--- config.mk ---
export PLATFORM = sky130hd
export DESIGN_NAME = dvp_frame_tx_flat
export DESIGN_NICKNAME = d
export VERILOG_FILES = /design/src/rtl/dvp_frame_tx_if.sv /design/src/rtl/dvp_frame_tx.sv /design/src/flat_wrapper.sv
export SDC_FILE = /design/constraint.sdc
export NUM_CORES = 1
export LEC_CHECK = 0
export BUFFER_PORTS_ARGS = -buffer_cell sky130_fd_sc_hd__buf_2
export CORE_ASPECT_RATIO = 0.7
export CORE_UTILIZATION = 50
export DETAILED_ROUTE_END_ITERATION = 6
export HOLD_SLACK_MARGIN = 0.06
export MAX_ROUTING_LAYER = met4
export PLACE_DENSITY_LB_ADDON = 0.12
export REMOVE_ABC_BUFFERS = 1
export SYNTH_ARGS = -nofsm -noshare
export SYNTH_HDL_FRONTEND = slang
export SYNTH_SLANG_ARGS = --single-unit
--- constraint.sdc ---
create_clock -name HCLK -period 2.8 [get_ports HCLK]
set_input_delay 0.14 -clock HCLK [delete_from_list [all_inputs] [get_ports HCLK]]
set_output_delay 0.14 -clock HCLK [all_outputs]
set_load 0.005 [all_outputs]
--- src/rtl/dvp_frame_tx_if.sv ---
// dvp_frame_tx_if: control handshake, frame-buffer read port and DVP bus.
// Ports: master = transmitter side (drives BUSY/DONE/RAM_RADDR/DVP_*), slave = environment side.
interface dvp_frame_tx_if #(
    parameter int ADDR_W = 17
);
    logic              START;
    logic              ABORT;
    logic              BUSY;
    logic              DONE;
    logic [ADDR_W-1:0] RAM_RADDR;
    logic [31:0]       RAM_RDATA;
    logic              DVP_PCLK;
    logic              DVP_VSYNC;
    logic              DVP_HREF;
    logic [7:0]        DVP_DATA;

    modport master (
        input  START, ABORT, RAM_RDATA,
        output BUSY, DONE, RAM_RADDR,
        output DVP_PCLK, DVP_VSYNC, DVP_HREF, DVP_DATA
    );

    modport slave (
        output START, ABORT, RAM_RDATA,
        input  BUSY, DONE, RAM_RADDR,
        input  DVP_PCLK, DVP_VSYNC, DVP_HREF, DVP_DATA
    );
endinterface

--- src/rtl/dvp_frame_tx.sv ---
// dvp_frame_tx: reads RGB565 pixels from a frame buffer and serialises them as DVP bytes.
// Ports: HCLK, HRESET (async, active-high); bus = START/ABORT/BUSY/DONE, RAM read port, DVP outputs.
module dvp_frame_tx #(
    parameter int H_ACTIVE  = 320,
    parameter int V_ACTIVE  = 240,
    parameter int H_BLANK   = 16,
    parameter int VS_LINES  = 2,
    parameter int VBP_LINES = 2,
    parameter int VFP_LINES = 2,
    parameter int CLK_DIV   = 2,
    parameter int ADDR_W    = 17
) (
    input  logic           HCLK,
    input  logic           HRESET,
    dvp_frame_tx_if.master bus
);
    localparam int LINE_BYTES = 2 * H_ACTIVE + H_BLANK;
    localparam int ACT_BYTES  = 2 * H_ACTIVE;
    localparam int MAX_A      = (VS_LINES > VBP_LINES) ? VS_LINES : VBP_LINES;
    localparam int MAX_B      = (V_ACTIVE > VFP_LINES) ? V_ACTIVE : VFP_LINES;
    localparam int MAX_L      = (MAX_A > MAX_B) ? MAX_A : MAX_B;
    localparam int DIV_W      = $clog2(CLK_DIV);
    localparam int BYTE_W     = $clog2(LINE_BYTES);
    localparam int LINE_W     = (MAX_L > 1) ? $clog2(MAX_L) : 1;

    typedef enum logic [2:0] {
        S_IDLE,
        S_VS,
        S_VBP,
        S_ACT,
        S_VFP
    } state_t;

    state_t              state_q, state_d;
    logic [DIV_W-1:0]    div_q, div_d;
    logic [BYTE_W-1:0]   byte_q, byte_d;
    logic [LINE_W-1:0]   line_q, line_d;
    logic [LINE_W-1:0]   phase_last;
    logic                pclk_q, pclk_d;
    logic                vsync_q, vsync_d;
    logic                href_q, href_d;
    logic [7:0]          data_q, data_d;
    logic [7:0]          pix_lo_q, pix_lo_d;
    logic [ADDR_W-1:0]   raddr_q, raddr_d;
    logic                done_q, done_d;
    logic                abort_q, abort_d;
    logic                boundary;
    logic                abort_req;
    logic                last_byte;
    logic                last_line;
    logic                unused_rdata;

    assign unused_rdata = ^bus.RAM_RDATA[31:16];

    always_comb begin
        state_d    = state_q;
        byte_d     = byte_q;
        line_d     = line_q;
        vsync_d    = vsync_q;
        href_d     = href_q;
        data_d     = data_q;
        pix_lo_d   = pix_lo_q;
        raddr_d    = raddr_q;
        done_d     = 1'b0;
        phase_last = '0;
        boundary   = (div_q == DIV_W'(CLK_DIV - 1));
        div_d      = boundary ? '0 : div_q + 1'b1;
        pclk_d     = (div_d >= DIV_W'(CLK_DIV / 2));
        // A short ABORT between boundaries is held until the next one.
        abort_req  = (bus.ABORT | abort_q) & (state_q != S_IDLE);
        abort_d    = boundary ? 1'b0 : abort_req;

        unique case (state_q)
            S_VS:    phase_last = LINE_W'(VS_LINES - 1);
            S_VBP:   phase_last = LINE_W'(VBP_LINES - 1);
            S_ACT:   phase_last = LINE_W'(V_ACTIVE - 1);
            S_VFP:   phase_last = LINE_W'(VFP_LINES - 1);
            default: phase_last = '0;
        endcase
        last_byte = (byte_q == BYTE_W'(LINE_BYTES - 1));
        last_line = (line_q == phase_last);

        if (boundary) begin
            if (abort_req) begin
                state_d = S_IDLE;
                byte_d  = '0;
                line_d  = '0;
            end else if (state_q == S_IDLE) begin
                if (bus.START) begin
                    state_d = S_VS;
                    byte_d  = '0;
                    line_d  = '0;
                end
            end else begin
                byte_d = last_byte ? '0 : byte_q + 1'b1;
                if (last_byte) begin
                    line_d = last_line ? '0 : line_q + 1'b1;
                    if (last_line) begin
                        unique case (state_q)
                            S_VS:  state_d = S_VBP;
                            S_VBP: state_d = S_ACT;
                            S_ACT: state_d = S_VFP;
                            default: begin
                                state_d = S_IDLE;
                                done_d  = 1'b1;
                            end
                        endcase
                    end
                end
            end

            // Outputs describe the byte period that starts at this boundary.
            vsync_d = (state_d == S_IDLE) || (state_d == S_VS);
            href_d  = (state_d == S_ACT) && (byte_d < BYTE_W'(ACT_BYTES));
            data_d  = '0;
            if (href_d) begin
                if (!byte_d[0]) begin
                    // RAM_RADDR already points here; data arrived a cycle ago.
                    data_d   = bus.RAM_RDATA[15:8];
                    pix_lo_d = bus.RAM_RDATA[7:0];
                    raddr_d  = raddr_q + 1'b1;
                end else begin
                    data_d = pix_lo_q;
                end
            end
            if (state_d == S_IDLE) begin
                raddr_d = '0;
            end
        end
    end

    always_ff @(posedge HCLK or posedge HRESET) begin
        if (HRESET) begin
            state_q  <= S_IDLE;
            div_q    <= '0;
            byte_q   <= '0;
            line_q   <= '0;
            pclk_q   <= 1'b0;
            vsync_q  <= 1'b1;
            href_q   <= 1'b0;
            data_q   <= '0;
            pix_lo_q <= '0;
            raddr_q  <= '0;
            done_q   <= 1'b0;
            abort_q  <= 1'b0;
        end else begin
            state_q  <= state_d;
            div_q    <= div_d;
            byte_q   <= byte_d;
            line_q   <= line_d;
            pclk_q   <= pclk_d;
            vsync_q  <= vsync_d;
            href_q   <= href_d;
            data_q   <= data_d;
            pix_lo_q <= pix_lo_d;
            raddr_q  <= raddr_d;
            done_q   <= done_d;
            abort_q  <= abort_d;
        end
    end

    assign bus.BUSY      = (state_q != S_IDLE);
    assign bus.DONE      = done_q;
    assign bus.RAM_RADDR = raddr_q;
    assign bus.DVP_PCLK  = pclk_q;
    assign bus.DVP_VSYNC = vsync_q;
    assign bus.DVP_HREF  = href_q;
    assign bus.DVP_DATA  = data_q;
endmodule

--- src/flat_wrapper.sv ---
// flat-port wrapper written by rule: the top's interface ports become plain ports
module dvp_frame_tx_flat 
#(
    parameter int H_ACTIVE  = 320,
    parameter int V_ACTIVE  = 240,
    parameter int H_BLANK   = 16,
    parameter int VS_LINES  = 2,
    parameter int VBP_LINES = 2,
    parameter int VFP_LINES = 2,
    parameter int CLK_DIV   = 2,
    parameter int ADDR_W    = 17
)
  (HCLK, HRESET, bus_START, bus_ABORT, bus_RAM_RDATA, bus_BUSY, bus_DONE, bus_RAM_RADDR, bus_DVP_PCLK, bus_DVP_VSYNC, bus_DVP_HREF, bus_DVP_DATA);
  dvp_frame_tx_if #(.ADDR_W(ADDR_W)) bus_i ();
  input  logic HCLK;
  input  logic HRESET;
  input wire logic [$bits(bus_i.START)-1:0] bus_START;
  input wire logic [$bits(bus_i.ABORT)-1:0] bus_ABORT;
  input wire logic [$bits(bus_i.RAM_RDATA)-1:0] bus_RAM_RDATA;
  output wire logic [$bits(bus_i.BUSY)-1:0] bus_BUSY;
  output wire logic [$bits(bus_i.DONE)-1:0] bus_DONE;
  output wire logic [$bits(bus_i.RAM_RADDR)-1:0] bus_RAM_RADDR;
  output wire logic [$bits(bus_i.DVP_PCLK)-1:0] bus_DVP_PCLK;
  output wire logic [$bits(bus_i.DVP_VSYNC)-1:0] bus_DVP_VSYNC;
  output wire logic [$bits(bus_i.DVP_HREF)-1:0] bus_DVP_HREF;
  output wire logic [$bits(bus_i.DVP_DATA)-1:0] bus_DVP_DATA;
  assign bus_i.START = bus_START;
  assign bus_i.ABORT = bus_ABORT;
  assign bus_i.RAM_RDATA = bus_RAM_RDATA;
  assign bus_BUSY = bus_i.BUSY;
  assign bus_DONE = bus_i.DONE;
  assign bus_RAM_RADDR = bus_i.RAM_RADDR;
  assign bus_DVP_PCLK = bus_i.DVP_PCLK;
  assign bus_DVP_VSYNC = bus_i.DVP_VSYNC;
  assign bus_DVP_HREF = bus_i.DVP_HREF;
  assign bus_DVP_DATA = bus_i.DVP_DATA;
  dvp_frame_tx #(.H_ACTIVE(H_ACTIVE), .V_ACTIVE(V_ACTIVE), .H_BLANK(H_BLANK), .VS_LINES(VS_LINES), .VBP_LINES(VBP_LINES), .VFP_LINES(VFP_LINES), .CLK_DIV(CLK_DIV), .ADDR_W(ADDR_W)) u_core (.HCLK(HCLK), .HRESET(HRESET), .bus(bus_i));
endmodule
Yosys cells after proc, flatten, opt, wreduce, memory -nomap -nowiden
Cells that the tools add are included.
{"block": "word_totals", "ff_bits": 60, "in_bits": 36, "out_inout_bits": 30, "wordCells": 74}
{"block": "classes", "addsub": 4, "magnitude_cmp": 2, "eq_ne": 10, "mux": 31, "n_bitwise": 3, "n_reduce_logical": 12}
{"cell": "$mux 8", "n": 7}
{"cell": "$mux 17", "n": 3}
{"cell": "$mux 10", "n": 5}
{"cell": "$mux 3", "n": 6}
{"cell": "$add 17x1->17 const B", "n": 1}
{"cell": "$pmux 8 s2", "n": 1}
{"cell": "$add 10x1->10 const B", "n": 1}
{"cell": "$eq 10x10->1 const B", "n": 1}
{"cell": "$lt 10x10->1 const B", "n": 1}
{"cell": "$eq 3x2->1 const B", "n": 3}
{"cell": "$pmux 3 s3", "n": 1}
{"cell": "$reduce_and 3->1", "n": 3}
{"cell": "$add 8x1->8 const B", "n": 1}
{"cell": "$eq 8x8->1", "n": 1}
{"cell": "$mux 1", "n": 8}
{"cell": "$eq 3x1->1 const B", "n": 2}
{"cell": "$logic_not 3->1", "n": 2}
{"cell": "$reduce_bool 3->1", "n": 2}
{"cell": "$reduce_or 3->1", "n": 2}
{"cell": "$eq 3x3->1 const B", "n": 1}
{"cell": "$ne 3x2->1 const B", "n": 1}
{"cell": "$ne 2x2->1 const B", "n": 1}
{"cell": "$reduce_bool 2->1", "n": 1}
{"cell": "$add 1x1->1 const B", "n": 1}
{"cell": "other kinds (6)", "n": 6}

Longest topological paths before layout
Gate-level depths: netlist (run 1).
{"block": "depth", "word_depth": 13, "ltp_mapped": 10, "depth_no_buf": 8}

Worst setup path after synthesis (run 1)
OpenSTA, ideal clock, no wires.
{"block": "synth_path", "path_kind": "register -> register", "start": "reg u_core.byte_q[0]", "end": "reg u_core.pix_lo_q[0]", "setup_ps": 125, "arrival_time_ps": 2583, "required_ps": 2675, "setup_slack_ps": 92, "path_stages_with_launch": 10, "path_buffers": 1, "period_less_slack_ps": 2708, "path_cell_list": "dfrtp_1 -> ha_1 -> and3_1 -> nand4b_2 -> a2111oi_4 -> xor2_1 -> o211ai_2 -> nor2_2 -> buf_2 -> mux2_2"}
{"block": "synth_via", "elab_chain_len": 8, "elab_cells_between_ends": 16, "classes_between": "1 x add/sub; 1 x order compare; 2 x eq/ne; 9 x mux; 1 x bitwise; 2 x reduce/logical"}
{"item": "from (decl)", "line": "dvp_frame_tx.sv:36", "source": "logic [BYTE_W-1:0] byte_q, byte_d;"}
{"item": "from (signal assigned)", "line": "dvp_frame_tx.sv:149", "source": "byte_q <= byte_d;"}
{"item": "$add 10x1->10 or $eq 10x10->1 (tied branches)", "line": "dvp_frame_tx.sv:95, dvp_frame_tx.sv:80"}
{"item": "$mux 10 or $mux 3 (tied branches)", "line": "dvp_frame_tx.sv:95, dvp_frame_tx.sv:96"}
{"item": "$mux 10 or $mux 3 (tied branches)", "line": "dvp_frame_tx.sv:88", "source": "end else if (state_q == S_IDLE) begin"}
{"item": "$mux 10 or $mux 3 (tied branches)", "line": "dvp_frame_tx.sv:84", "source": "if (abort_req) begin"}
{"item": "$mux 10 or $mux 3 (tied branches)", "line": "dvp_frame_tx.sv:83", "source": "if (boundary) begin"}
{"item": "$lt 10x10->1 or $eq 3x2->1 (tied branches)", "line": "dvp_frame_tx.sv:114", "source": "href_d = (state_d == S_ACT) && (byte_d < BYTE_W'(ACT_BYTES));"}
{"item": "$logic_and 1x1->1", "line": "dvp_frame_tx.sv:114"}
{"item": "$reduce_and 3->1 (no line) *"}
{"item": "to (signal assigned)", "line": "dvp_frame_tx.sv:155", "source": "pix_lo_q <= pix_lo_d;"}
{"item": "to (decl)", "line": "dvp_frame_tx.sv:43", "source": "logic [7:0] pix_lo_q, pix_lo_d;"}
Mark *: on every way between the ends. The rest lies on a longest branch, timed or not. The select of a mux whose other input is x is not followed.
A chain may end at the register's enable or synchronous reset.

Worst setup path in the final report (run 1)
{"block": "layout_path", "start": "reg u_core.byte_q[1]", "end": "reg u_core.raddr_q[10] (netlist: u_core.bus.RAM_RADDR[10])"}
{"block": "layout_via", "elab_chain_len": 9, "elab_cells_between_ends": 19, "classes_between": "1 x add/sub; 1 x order compare; 3 x eq/ne; 10 x mux; 4 x reduce/logical"}
{"item": "$add 10x1->10 or $eq 10x10->1 (tied branches)", "line": "dvp_frame_tx.sv:95, dvp_frame_tx.sv:80"}
{"item": "$mux 10 or $mux 3 (tied branches)", "line": "dvp_frame_tx.sv:95, dvp_frame_tx.sv:96"}
{"item": "$mux 10 or $mux 3 (tied branches)", "line": "dvp_frame_tx.sv:88"}
{"item": "$mux 10 or $mux 3 (tied branches)", "line": "dvp_frame_tx.sv:84"}
{"item": "$mux 10 or $mux 3 (tied branches)", "line": "dvp_frame_tx.sv:83"}
{"item": "$lt 10x10->1 or $eq 3x2->1 (tied branches)", "line": "dvp_frame_tx.sv:114"}
{"item": "$logic_and 1x1->1", "line": "dvp_frame_tx.sv:114"}
{"item": "$reduce_bool 2->1 (no line)"}
{"item": "$reduce_and 3->1 (no line)"}
{"item": "to (signal assigned)", "line": "dvp_frame_tx.sv:156", "source": "raddr_q <= raddr_d;"}
{"item": "to (decl)", "line": "dvp_frame_tx.sv:44", "source": "logic [ADDR_W-1:0] raddr_q, raddr_d;"}
Several ways; a longest one is shown, not always the timed one. The select of a mux whose other input is x is not followed.

==> results of run 1 <==
Yosys cell counts, types with 4 or more instances:
library cell  instances  area [µm²]
a211oi_1              5       37.54
clkbuf_1              9       33.78
mux2_2                8       90.09
o2bb2ai_1             8       70.07
a221o_1              12       120.1
and3_1                5       31.28
o21ai_0              23       115.1
inv_1                 6       22.52
or3_1                 7       43.79
nor4_1                6       37.54
a21o_1                4       30.03
nor3_1               13       65.06
mux2i_1              11       110.1
or2_2                 6       37.54
nand3_1              14       70.07
buf_2                 4       20.02
nand2_1              45       168.9
o31ai_1               6       45.04
nand2b_1              5       31.28
nor2_1               28       105.1
dfrtp_1              58        1451
layout by cell type, fill, tap and decap left out, drive strengths merged, types with 8 or more instances in the layout:
| master | count |
|---|---|
| a221o | 12 |
| buf | 67 |
| clkbuf | 12 |
| dfrtp | 58 |
| dlygate4sd3 | 9 |
| mux2 | 9 |
| mux2i | 11 |
| nand2 | 45 |
| nand3 | 14 |
| nor2 | 29 |
| nor3 | 14 |
| o21ai | 24 |
| o2bb2ai | 8 |
| or3 | 8 |
through the flow:
stage	setup slack [ns]	util, %	hold WS [ns]	TNS, ns
4_1_cts	0.1687	63.81	0.06414	0
5_1_grt	0.02444	63.91	0.06973	0
2_1_floorplan	-0.5994	-	0.2747	-13.96
3_3_place_gp	0.2063	58.45	0.1470	0
6_report	0.2057	63.91	0.07531	0
3_5_place_dp	0.1982	58.45	0.1551	0
worst max-delay path, cell delays in order, from the launching register on:
cell      delay, ns
dfrtp_1        0.38
ha_1           0.22
nand3_1        0.13
or3_1          0.43
o32ai_1        0.26
a211oi_1       0.10
o211ai_2       0.29
buf_4          0.31
nor4b_2        0.08
a221o_1        0.27
registers in the layout (all words and copies together) (netlist names):
signal and cells:
u_core.bus.DVP_DATA 8, u_core.bus.RAM_RADDR 17, u_core.byte_q 10, u_core.bus.DONE 1, u_core.bus.DVP_HREF 1, u_core.boundary 1
u_core.state_q 3, u_core.pix_lo_q 8, u_core.abort_q 1, u_core.line_q 8, u_core.bus.DVP_VSYNC 1
layer usage:
metal	GRT usage, %	vias up	part of all wire, %
met5	-	-	0
met3	6.653	8	6.1
met4	6.566	0	1.0
met1	35.01	1347	51
met2	31.92	88	42
li1	-	1389	-
cell families (layout without fill, tap and decap cells):
group	after synthesis	after routing	share of synthesized area, %
DFF	59	59	45.83
and+or+nand+nor	149	149	23.79
xor gates and xnor gates	3	3	0.8150
adders and majority gates	3	3	1.164
buffers and inverters	22	99	3.065
muxes	20	20	6.558
AOI/OAI and AO/OA	79	79	18.78
cell type report:
cell class / count / area share [%]
repair buffers: 76 / 11.84
multi-input cells: 254 / 41.73
well taps: 78 / 2.457
inverters: 7 / 0.6614
clock buffers: 12 / 3.654
clock inverters: 4 / 2.457
flip-flops and latches: 59 / 37.20
power groups by stage:
stage	Clock [µW]	Sequential (µW)	Combinational [µW]
after floorplan	0	882	103
after global placement	0	881	171
after detailed placement	0	881	173
after CTS	977	865	184
after global routing	1010	865	205
final	952	865	183
how the worst min path moves through the flow:
stage               slack [ns]              start  cells after the start                     end
finish                    0.08  bus_RAM_RDATA[10]                      3  u_core.bus.DVP_DATA[2]
global route              0.07  bus_RAM_RDATA[15]                      3  u_core.bus.DVP_DATA[7]
global placement          0.15             HRESET                      2        u_core.byte_q[1]
floorplan                 0.27   bus_RAM_RDATA[3]                      1      u_core.pix_lo_q[3]
detailed placement        0.16             HRESET                      2        u_core.byte_q[1]
CTS                       0.06  bus_RAM_RDATA[10]                      3  u_core.bus.DVP_DATA[2]
what timing repair did:
item,CTS,global route
hold endpoints to repair,25,0
hold buffers,9,0
resized for setup,0,1
setup endpoints to repair,0,17
==> metrics.yaml, run 1 <==
finalNetCount: 446
syn2layout_area_growth_pct: 23.21
clk_pin_slew_worst_paths_ns: 0.07
cts_setup_buffers: 0
place_area_um2: 3633
combPwrFrac_pct: 9.2
floorplan.io_pins: 66
post_route_cells_drive_above_1_share_pct: 26.21
power-per-cell-area_nw_per_um2: 503.4
max_cap_violations: 0
filler_cell_count: 513
numCtsBuffers: 9
grt_util_all_layers_pct: 23.82
postSynth.topFlopCell: "dfrtp_1"
report.final.slew_viol_count: 0
final_cell_count_without_fillers: 490
portBuffers: 49
grt_first_pass_wirelength_mm: 12.41
synth-async-reset-ratio_pct: 100.0
regToRegEndpoint: "u_core.bus.RAM_RADDR[10]"
antenna_violating_nets_left: 0
yosysUniqueCellTypes: 57
num_antenna_cells: 0
seqCellArea_um2: 1478
cp-start-kind: "flop"
worst-r2r-setup-slack_ns: 0.21
vias: 2832
total_power_uw: 2000
maximum_number_of_pins_on_one_net_before_global_route_repair: 25
grt.overflow.total: 0
p_clk_share_pct: 47.6
cts_tree: "built"
finClkSkew_ns: 0.01299
critical_path.startpoint: "u_core.byte_q[1]"
critPathMaxFanout: 18
route.detailed.vias_per_inst: 5.780
power.switching_fraction_pct: 22.67
dp.cells: 465
first_drt_pass_iteration_count: 7
initial_util_pct: 51.87
synth_sequential_area_ratio_pct: 45.83
synthCells: 335
detail_route.drc_violations: 1
holdCritPathClass: "in2reg"
rr_startpoint: "u_core.byte_q[1]"
final.min_clock_period_ns: 2.594
std_cell_rows: 24
chipWidth_um: 97.98
wl_per_cell_um: 14.89
worstMarginPinSlew_ns: 0.4875
peakVddDrop_mv: 0.2782
drt_first_iter_violations: 156
core_um2: 6216
yosysWarningCount: 0
portion_of_total_power_attributed_to_sequential_cells_pct: 43.3
grt_setup_unrepaired: "no"
cts_num_sinks: 59
switching_power_uw: 453.3
timing.critical_path.to: "u_core.bus.RAM_RADDR[10]"
static_leakage_power_uw: 0.001888
clock-root-buffer: "clkbuf_8"
violations: "design-rule violations"
multi_input_comb_area_um2: 1658
setup_viol_count_final: 0
reg2reg_depth: 9
syn-cell-area_um2: 3224
required_ns: 3.02
drt_wl_total_mm: 7.297
clock_tree.buffer_depth: 2
ctsHtreeMaxLevel: 3
syn_avg_cell_area_um2: 9.625
final_hold_viol_count: 0
vias_in_the_first_global_route: 2565
synth.ff_latch_count: 59
cp_data_arrival_time_ns: 2.81
antenna_found_initial: 0
die_area_um2: 6779
max_clock_freq_mhz: 385.5
gp_routability_congestion: 0.8811
die_h_um: 69.19
worstSetupPathType: "reg2reg"
finalCritPeriodShare_pct: 92.65
synth_enable_flop_cells: 0
outcome: "finished, violations left"
post-dp-hpwl_mm: 5.071
internal_power_uw: 1547
clk-insertion-delay-late_ns: 0.34
relative_max_transition_margin_pct: 67.20
final_design_area_no_fill_um2: 3973
end_kind: "flop"
No activity file was read; power rests on OpenSTA's default activity.
==> run 2, diff against run 1 <==
CORE_MARGIN = 4   (was unset)
CORE_UTILIZATION = 42   (was 50)
==> metrics.yaml, run 2 (same netlist as run 1, synthesis figures left out) <==
critical-path-max-stage-delay_ns: 0.46
outcome: "finished, final reports clean"
wl_per_cell_um: 15.19
rr_startpoint: "u_core.byte_q[1]"
cts_setup_buffers: 0
clk_pin_slew_worst_paths_ns: 0.07
route.detailed.vias_per_inst: 5.499
antenna_found_initial: 0
vias: 2832
first_drt_pass_iteration_count: 5
report.final.slew_viol_count: 0
detail_route.drc_violations: 0
holdCritPathClass: "in2reg"
clock-root-buffer: "clkbuf_8"
clk-insertion-delay-late_ns: 0.34
die_h_um: 81.31
cp-start-kind: "flop"
largest_register_ff_count: 17
drt_first_iter_violations: 196
ctsHtreeMaxLevel: 3
multi_input_comb_area_um2: 1652
finalCritPeriodShare_pct: 93.67
die_area_um2: 9165
relative_max_transition_margin_pct: 60.51
required_ns: 3.02
chipWidth_um: 112.7
cp_data_arrival_time_ns: 2.84
worstMarginPinSlew_ns: 0.5914
critical_path.top_delay_family: "compound AO/OA/AOI/OAI gates"
clock_tree.buffer_depth: 2
critPathMaxFanout: 18
num_antenna_cells: 0
worstSetupPathType: "reg2reg"
static_leakage_power_uw: 0.001898
final.min_clock_period_ns: 2.623
post_route_cells_drive_above_1_share_pct: 27.10
grt.overflow.total: 0
finClkSkew_ns: 0.008911
setup_viol_count_final: 0
grt_setup_unrepaired: "no"
syn2layout_area_growth_pct: 23.94
antenna_violating_nets_left: 0
vias_in_the_first_global_route: 2648
place_area_um2: 3709
layout.cells.most_common: "dfrtp_1"
initial_util_pct: 43.66
std_cell_rows: 26
drt_wl_total_mm: 7.822
final_cell_mix: "dfrtp_1, buf_2, nand2_1"
filler_cell_count: 676
maximum_number_of_pins_on_one_net_before_global_route_repair: 29
max_clock_freq_mhz: 381.3
gp_routability_congestion: 0.8983
peakVddDrop_mv: 0.2932
total_power_uw: 1829
worstPathCellList: "ha_1 > nand3_1 > or3_1 > o32ai_1 > a211oi_1 > o211ai_2 > buf_6 > nor4b_1 > a221o_1"
seqCellArea_um2: 1478
cts_num_sinks: 59
finalNetCount: 451
grt_first_pass_wirelength_mm: 13.21
dp.cells: 490
portBuffers: 49
final_hold_viol_count: 0
power-per-cell-area_nw_per_um2: 457.5
grt_util_all_layers_pct: 18.74
numCtsBuffers: 9
post-dp-hpwl_mm: 5.511
crit_buf_inv: 1
end_kind: "flop"
final_design_area_no_fill_um2: 3996
worst_min_path_start: "bus_RAM_RDATA[14]"
critical_path.startpoint: "u_core.byte_q[1]"
floorplan.io_pins: 66
max_cap_violations: 0
final_cell_count_without_fillers: 515
slowest_stage: "or3_1"
cts_tree: "built"
core_um2: 7385
-- run 2: cell count changes in the layout (fill, tap and decap cells not counted) --
cell       before  now
nor4b_2         1    0
nor4b_1         0    1
clkinv_2        0    3
buf_6           0    1
bufinv_16       3    1
buf_12          0    1
clkbuf_1        2    1
buf_4          18   21
-- run 2: tightest hold or removal path: stages --
cell       delay (ns)
buf_2            0.07
mux2i_1          0.05
o2bb2ai_1        0.11
-- run 2: per-stage QoR --
| step | hold slack (ns) | utilization [%] | setup TNS [ns] | worst slack, ns |
|---|---|---|---|---|
| 2_1_floorplan | 0.2747 | - | -13.96 | -0.5994 |
| 3_3_place_gp | 0.2436 | 50.22 | 0 | 0.2343 |
| 3_5_place_dp | 0.2455 | 50.22 | 0 | 0.2208 |
| 4_1_cts | 0.06007 | 54.07 | 0 | 0.1986 |
| 5_1_grt | 0.07933 | 54.12 | 0 | 0.01992 |
| 6_report | 0.07373 | 54.12 | 0 | 0.1772 |
-- run 2: where the power goes --
group	internal [µW]	switching [µW]	leakage (µW)
registers	858	5.41	0.000813
logic	75.2	113	0.000986
clock network	431	345	0.0000991
total	1360	464	0.00190
-- run 2: cell type report --
cell class                      instances  area share, %
Inverter                                7         0.6575
Clock inverter                          5          1.315
Multi-Input combinational cell        254          41.33
Tap cell                               98          3.068
Clock buffer                           11          3.538
Timing Repair Buffer                   81          13.12
Sequential cell                        59          36.98
-- run 2: worst paths after layout --
path,cells past startpoint,slack [ns],to
max,9,0.18,u_core.bus.RAM_RADDR[10]
min,3,0.07,u_core.bus.DVP_DATA[6]
max reg2reg,9,0.18,u_core.bus.RAM_RADDR[10]
min reg2reg,1,0.48,u_core.bus.DVP_DATA[4]
max in group asynchronous,4,1.70,u_core.byte_q[0]
min in group asynchronous,3,0.41,u_core.bus.RAM_RADDR[5]
-- run 2: routing by layer --
layer	global-route usage, %	share of wire, %	up-vias
met2	25.41	40	75
met5	-	0	-
met4	5.402	0.95	0
met1	27.52	53	1353
li1	-	-	1396
met3	4.542	6.0	8
-- run 2: repair_timing --
item,CTS,global route
endpoints found under the hold margin,33,0
endpoints found under the setup margin,0,8
gates resized for setup,0,1
hold buffers,9,0
